===== src/rtl/debounce_edge_pkg.sv =====
// Shared definitions for the debounce_edge block: FSM state encodings
// and the default parameter values used by the top module.
package debounce_edge_pkg;

  typedef enum logic [1:0] {
    LOW    = 2'b00,
    CHK_HI = 2'b01,
    HIGH   = 2'b11,
    CHK_LO = 2'b10
  } state_e;

  localparam int unsigned DEF_STABLE_CYCLES = 4;
  localparam int unsigned DEF_CNT_W         = 4;

endpackage


===== src/rtl/debounce_edge_sync2.sv =====
// Two-flop synchronizer bringing an asynchronous level into the clk domain.
module sync2 (
  input  logic clk,
  input  logic clrn,
  input  logic d,
  output logic q
);

  logic meta_q;

  always_ff @(posedge clk or negedge clrn) begin
    if (!clrn) begin
      meta_q <= 1'b0;
      q      <= 1'b0;
    end else begin
      meta_q <= d;
      q      <= meta_q;
    end
  end

endmodule


===== src/rtl/debounce_edge.sv =====
// Debouncer with registered rise/fall pulses and a saturating counter of
// accepted rising edges with a sticky overflow flag.
module debounce_edge
  import debounce_edge_pkg::*;
#(
  parameter int unsigned STABLE_CYCLES = DEF_STABLE_CYCLES,
  parameter int unsigned CNT_W         = DEF_CNT_W
) (
  input  logic             clk,
  input  logic             clrn,
  input  logic             din,
  input  logic             clr_cnt,
  output logic             level,
  output logic             rise,
  output logic             fall,
  output logic [CNT_W-1:0] evt_cnt,
  output logic             ovf
);

  localparam int unsigned TIMER_W = $clog2(STABLE_CYCLES);
  localparam logic [TIMER_W-1:0] TIMER_LAST = TIMER_W'(STABLE_CYCLES - 1);
  localparam logic [TIMER_W-1:0] TIMER_ONE  = TIMER_W'(1);

  logic               s;
  state_e             state_q, state_d;
  logic [TIMER_W-1:0] timer_q, timer_d;
  logic               rise_q, rise_d;
  logic               fall_q, fall_d;
  logic [CNT_W-1:0]   cnt_q;
  logic               ovf_q;

  sync2 u_sync (
    .clk  (clk),
    .clrn (clrn),
    .d    (din),
    .q    (s)
  );

  always_ff @(posedge clk or negedge clrn) begin
    if (!clrn) begin
      state_q <= LOW;
      timer_q <= '0;
      rise_q  <= 1'b0;
      fall_q  <= 1'b0;
    end else begin
      state_q <= state_d;
      timer_q <= timer_d;
      rise_q  <= rise_d;
      fall_q  <= fall_d;
    end
  end

  // The timer counts samples agreeing with the candidate level; the last
  // value is STABLE_CYCLES-1, so it never needs to wrap.
  always_comb begin
    state_d = state_q;
    timer_d = timer_q;
    rise_d  = 1'b0;
    fall_d  = 1'b0;
    case (state_q)
      LOW: begin
        if (s) begin
          state_d = CHK_HI;
          timer_d = TIMER_ONE;
        end
      end
      CHK_HI: begin
        if (!s) begin
          state_d = LOW;
          timer_d = '0;
        end else if (timer_q == TIMER_LAST) begin
          state_d = HIGH;
          timer_d = '0;
          rise_d  = 1'b1;
        end else begin
          timer_d = timer_q + TIMER_ONE;
        end
      end
      HIGH: begin
        if (!s) begin
          state_d = CHK_LO;
          timer_d = TIMER_ONE;
        end
      end
      CHK_LO: begin
        if (s) begin
          state_d = HIGH;
          timer_d = '0;
        end else if (timer_q == TIMER_LAST) begin
          state_d = LOW;
          timer_d = '0;
          fall_d  = 1'b1;
        end else begin
          timer_d = timer_q + TIMER_ONE;
        end
      end
      default: begin
        state_d = LOW;
        timer_d = '0;
      end
    endcase
  end

  // A clear coinciding with a visible rise pulse still counts that rise.
  always_ff @(posedge clk or negedge clrn) begin
    if (!clrn) begin
      cnt_q <= '0;
      ovf_q <= 1'b0;
    end else if (clr_cnt) begin
      cnt_q <= rise_q ? CNT_W'(1) : '0;
      ovf_q <= 1'b0;
    end else if (rise_q) begin
      if (cnt_q == '1) begin
        ovf_q <= 1'b1;
      end else begin
        cnt_q <= cnt_q + CNT_W'(1);
      end
    end
  end

  assign level   = (state_q == HIGH) || (state_q == CHK_LO);
  assign rise    = rise_q;
  assign fall    = fall_q;
  assign evt_cnt = cnt_q;
  assign ovf     = ovf_q;

endmodule


===== config.mk =====
export PLATFORM = sky130hd
export DESIGN_NAME = debounce_edge
export DESIGN_NICKNAME = d
export VERILOG_FILES = /design/src/rtl/debounce_edge_pkg.sv /design/src/rtl/debounce_edge_sync2.sv /design/src/rtl/debounce_edge.sv
export SDC_FILE = /design/constraint.sdc
export NUM_CORES = 1
export LEC_CHECK = 0
export CAP_MARGIN = 15
export CORE_UTILIZATION = 48
export CTS_BUF_LIST = sky130_fd_sc_hd__clkbuf_4 sky130_fd_sc_hd__clkbuf_8
export DETAILED_ROUTE_END_ITERATION = 7
export PLACE_DENSITY = 0.76
export SETUP_SLACK_MARGIN = 0.15
export SYNTH_ARGS = -nofsm -noshare
export SYNTH_HDL_FRONTEND = slang
export SYNTH_SLANG_ARGS = --single-unit

===== constraint.sdc =====
create_clock -name clk -period 1.3 [get_ports clk]
set_input_delay 0.13 -clock clk [delete_from_list [all_inputs] [get_ports clk]]
set_output_delay 0.13 -clock clk [all_outputs]
set_load 0.02 [all_outputs]

# Word-level counts from Yosys, hierarchy flattened

Cells that the tools add are included.

Latch bits: 0
Bits of input ports: 4
Logic and storage cells: 52
Register bits: 13
Memory bits (writable): 0
Memories kept: 0
Output and inout bits: 8
Bits in read-only memories: 0

Magnitude comparators: 0
$mul: 0
Equality and inequality tests: 10
Reductions and logical operators: 8
Div/mod/pow operators: 0
Bitwise logic cells: 0
Add/subtract/negate cells: 2
Multiplexer cells: 24
Shifts and indexed selects: 0

Operators by type and width:

| cell                | count |
|---|---|
| $mux 2              | 10 |
| $pmux 2 s4          | 2 |
| $mux 4              | 3 |
| $mux 1              | 9 |
| $eq 2x2->1 const B  | 3 |
| $reduce_and 2->1    | 3 |
| $add 4x1->4 const B | 1 |
| $eq 4x4->1 const B  | 1 |
| $ne 2x2->1 const B  | 2 |
| $reduce_and 4->1    | 1 |
| $reduce_bool 2->1   | 2 |
| $ne 3x2->1 const B  | 1 |
| $ne 3x3->1 const B  | 1 |
| $add 2x1->2 const B | 1 |
| $eq 2x1->1 const B  | 1 |
| $logic_not 2->1     | 1 |
| $ne 2x1->1 const B  | 1 |
| $logic_or 1x1->1    | 1 |

# Logic depth before layout (Yosys ltp)

Depth in word-level cells: 4
Depth in mapped cells: 5
Depth with buffers taken out: 5

# Hierarchy

From an unflattened synthesis, not the netlist that was laid out.

Cells, all modules: 63
Area total of the unflattened synthesis: 716.9 um^2

By module, submodules not included:

| module        | cells an instance | area each (um^2) | instances |
|---|---|---|---|
| debounce_edge | 61                | 666.9            | 1 |
| sync2         | 2                 | 50.0             | 1 |

# Worst setup path after synthesis

Ideal clock, no wire load.

Path kind: flip-flop to flip-flop
Start point: reg state_q[1]
End point: reg state_q[1]
Path buffers: 0
Setup time: 128 ps
Arrival: 1307 ps
Stages on the path, launching flop included: 6
Path slack: -135 ps
Data required time: 1172 ps
Path through: dfrtp_1 -> inv_1 -> ha_1 -> nand2b_4 -> a32oi_2 -> mux2_1

Longest elaborated chain between the ends: 3
Elaborated cells between the ends (all ways): 10
Classes of those cells: 7 x eq/ne; 1 x mux; 2 x reduce/logical

Ends and longest elaborated chain:

| item                                                | RTL line            | RTL |
|---|---|---|
| start: declaration                                  | debounce_edge.sv:25 | `state_e state_q, state_d;` |
| start signal: assignment                            | debounce_edge.sv:46 | `state_q <= state_d;` |
| $eq 2x1->1 (tied with other cells)                  | debounce_edge.sv:60 | `case (state_q)` |
| $ne 3x3->1 (no source line) (tied with other cells) | --                  |  |
| $reduce_and 4->1 (no source line)                   | --                  |  |

Parallel ways exist; a longest one is shown, timed or not.
A chain may end at the register's enable or synchronous reset.

# Worst setup path in the final report

Start point: reg state_q[1]
End point: reg timer_q[0]

Longest elaborated chain between the ends: 3
Elaborated cells between the ends (all ways): 8
Classes of those cells: 5 x eq/ne; 1 x mux; 2 x reduce/logical

Ends and longest elaborated chain:

| item                                                      | RTL line            | RTL |
|---|---|---|
| $eq 2x2->1 or $logic_not 2->1 (tied branches)             | debounce_edge.sv:60 |  |
| $ne 2x2->1 (no source line) or $ne 2x1->1 (tied branches) | --                  |  |
| $reduce_and 2->1 (no source line)                         | --                  |  |
| end signal: assignment                                    | debounce_edge.sv:47 | `timer_q <= timer_d;` |
| end: declaration                                          | debounce_edge.sv:26 | `logic [TIMER_W-1:0] timer_q, timer_d;` |

Parallel ways exist; a longest one is shown, timed or not.

==> results.sh <==
export IMPL_outcome="complete, but fails checks"
export IMPL_violations="negative setup slack"
export IMPL_power_combinational_fraction=0.628
export IMPL_cp_end_kind="flop"
export IMPL_cap_viol_max_count=0
export IMPL_grt_pass1_wl_um=2360
export IMPL_rsz0062_at_grt="true"
export IMPL_ir_worst_vdd_mv=1.51
export IMPL_finalCritPeriodShare=1.15
export IMPL_grt_max_degree=14
export IMPL_skew_ns=0.00106
export IMPL_rrSetupSlack_ns=-0.20
export IMPL_boundaryPins=12
export IMPL_clk_latency_ns=0.28
export IMPL_syn_area_um2=708
export IMPL_num_vias=676
export IMPL_powerDensity_nw_per_um2=2030
export IMPL_drc=0
export IMPL_port_buffers=11
export IMPL_synth_edf_count=0
export IMPL_r2r_end="timer_q[0]"
export IMPL_die_height_um=40.4
export IMPL_cts_made_buffers=3
export IMPL_grt_pass1_vias=511
export IMPL_p_int_uw=1420
export IMPL_max_freq_ghz=0.668
export IMPL_diodes=0
export IMPL_cp_max_fo=4
export IMPL_synthFlopType="dfrtp_1"
export IMPL_r2r_start="state_q[1]"
export IMPL_htreeDepth=1
export IMPL_initial_core_util=0.531
export IMPL_worstMarginPinSlew_ns=0.494
export IMPL_setup_violations=5
export IMPL_power_leakage_uw=0.000516
export IMPL_p_switching_uw=912
export IMPL_drive_above_1_share=0.546
export IMPL_routed_wl_um=2160
export IMPL_crit_type="flop to flop"
export IMPL_hp_class="input pin to async pin"
export IMPL_critPathArrivalTime_ns=1.67
export IMPL_synth_top_area_frac=0.459
export IMPL_ys_seq_area_frac=0.459
export IMPL_core_area_um2=1330
export IMPL_postSynth_asyncResetShare=1.00
export IMPL_path_clk_slew_ns=0.09
export IMPL_yosys_area_top_type="dfrtp_1"
export IMPL_clkPwrFrac=0.112
export IMPL_postSynthCellCount=62
export IMPL_seqCellArea_um2=332
export IMPL_grt_overflow=0
export IMPL_finalHoldViolations=0
export IMPL_r2r_cells=5
export IMPL_timing_final_ws_setup_ns=-0.198
export IMPL_power_uw=2330
export IMPL_worst_ep_required_time_ns=1.47
export IMPL_clock_sinks=13
export IMPL_clockBufferDepth=2
export IMPL_areaGrowthSynthToFinish_pct=62.2
export IMPL_avgSynthCellArea_um2=11.4
export IMPL_finalWeightedCongestion=0.723
export IMPL_startpoint="state_q[1]"
export IMPL_antenna_found_initial=0
export IMPL_cts_tree="yes"
export IMPL_ys_types=29
export IMPL_vias_per_cell=6.04
export IMPL_timing_final_max_slew_violations=0
export IMPL_startpoint_type="flop"
export IMPL_pwr_share_seq=0.260
export IMPL_place_inst=102
export IMPL_syn_nets=73
export IMPL_yosys_register_bits=13
export IMPL_yosys_top_cells_area="dfrtp_1, ha_1, mux2i_1, inv_1, a32oi_2"
export IMPL_slew_headroom=0.670
export IMPL_dr_pass1_iters=4
export IMPL_post_route_util=0.861
export IMPL_first_iter_violations=13
export IMPL_ant_nets=0
export IMPL_die_width_um=40.4
export IMPL_wl_per_cell_um=19.3
export IMPL_clock_root_buffer="clkbuf_4"
export IMPL_fillCellCount=63
export IMPL_multi_input_area_um2=469
export IMPL_gr_usage_all_layers=0.225
export IMPL_period_needed_ns=1.50
export IMPL_crit_end="timer_q[0]"
export IMPL_hpwl_um=1020
export IMPL_final_cells=112
export IMPL_die_area_um2=1630
export IMPL_row_count=13
export IMPL_post_synth_top_count_cell="dfrtp_1"
export IMPL_yosysWarnings=0
export IMPL_nets=109
export IMPL_sw_frac_of_total=0.391
export IMPL_synthTopCellsByCount="dfrtp_1, ha_1, inv_1"
[per-stage QoR]
stage,cell area (um2),setup slack [ns],setup TNS [ns],hold slack [ns]
2_1_floorplan,731,-0.0895,-0.0895,-0.166
3_3_place_gp,961,-0.168,-0.600,0.340
3_5_place_dp,961,-0.182,-0.688,0.344
4_1_cts,1060,-0.152,-0.580,0.153
5_1_grt,1150,-0.236,-1.04,0.170
6_report,1150,-0.198,-0.836,0.150
[power groups by stage]
stage / Clock [uW] / Sequential (uW) / Combinational, uW
6_report: 262 / 606 / 1460
3_3_place_gp: 0 / 553 / 942
4_1_cts: 260 / 556 / 1170
5_1_grt: 279 / 607 / 1550
3_5_place_dp: 0 / 565 / 954
2_1_floorplan: 0 / 568 / 505
[cells in the final DEF (no fill, tap or decap), types with 3 or more instances in the layout]
cell,count
inv_1,3
dfrtp_1,8
buf_6,5
a21oi_1,3
buf_4,17
dfrtp_2,5
ha_4,5
clkdlybuf4s50_1,3
clkbuf_4,3
[worst min-delay path by stage]
stage                     slack [ns]  cells past startpoint         end           from
final                           0.15                      2  evt_cnt[3]           clrn
after global routing            0.17                      2  evt_cnt[3]           clrn
after CTS                       0.15                      2  evt_cnt[3]           clrn
after detailed placement        0.34                      0    u_sync.q  u_sync.meta_q
after global placement          0.34                      0    u_sync.q  u_sync.meta_q
after floorplan                -0.17                      0  evt_cnt[0]           clrn
[flip-flops by register name (all words and copies together) (netlist names)]
| signal | count |
|---|---|
| evt_cnt | 4 |
| state_q | 2 |
| timer_q | 2 |
| fall | 1 |
| ovf | 1 |
| rise | 1 |
| u_sync.meta_q | 1 |
| u_sync.q | 1 |
[cells by family after synthesis]
logic type               Yosys count  share of synthesized area
adder cells (fa/ha/maj)            7                      0.124
multiplexers                       5                     0.0777
buffers and inverters              7                     0.0477
AO/OA/AOI/OAI                     12                      0.127
flip-flops                        13                      0.459
AND/OR/NAND/NOR                   18                      0.164
[critical path: stages (launching register included)]
cell      delay (ns)
dfrtp_2         0.49
ha_4            0.20
buf_6           0.12
mux2i_2         0.25
o311ai_2        0.18
o21a_1          0.15
[final cells by class]
class                   count  area share
multi-input cells          42       0.408
flip-flops and latches     13       0.289
clock buffers               3      0.0196
inverters                   6      0.0240
well taps                  15      0.0163
repair buffers             32       0.239
clock inverters             1     0.00436
[routing by layer]
metal | track usage | up-vias | wire, um
met5 | 0 | - | 0
met1 | 0.310 | 331 | 879
met3 | 0.0500 | 11 | 152
met4 | 0.0500 | 0 | 90
met2 | 0.357 | 38 | 1040
li1 | - | 296 | -
[what timing repair did]
| item | 4_1_cts | 5_1_grt |
|---|---|---|
| endpoints found under the setup margin | 15 | 11 |
| hold buffers | 0 | 0 |
| hold endpoints to repair | 0 | 0 |
| gates resized for setup | 30 | 21 |
| pin swaps | 8 | 9 |
| setup buffers | 5 | 1 |
Note: power is estimated with default switching activity, not from simulation.
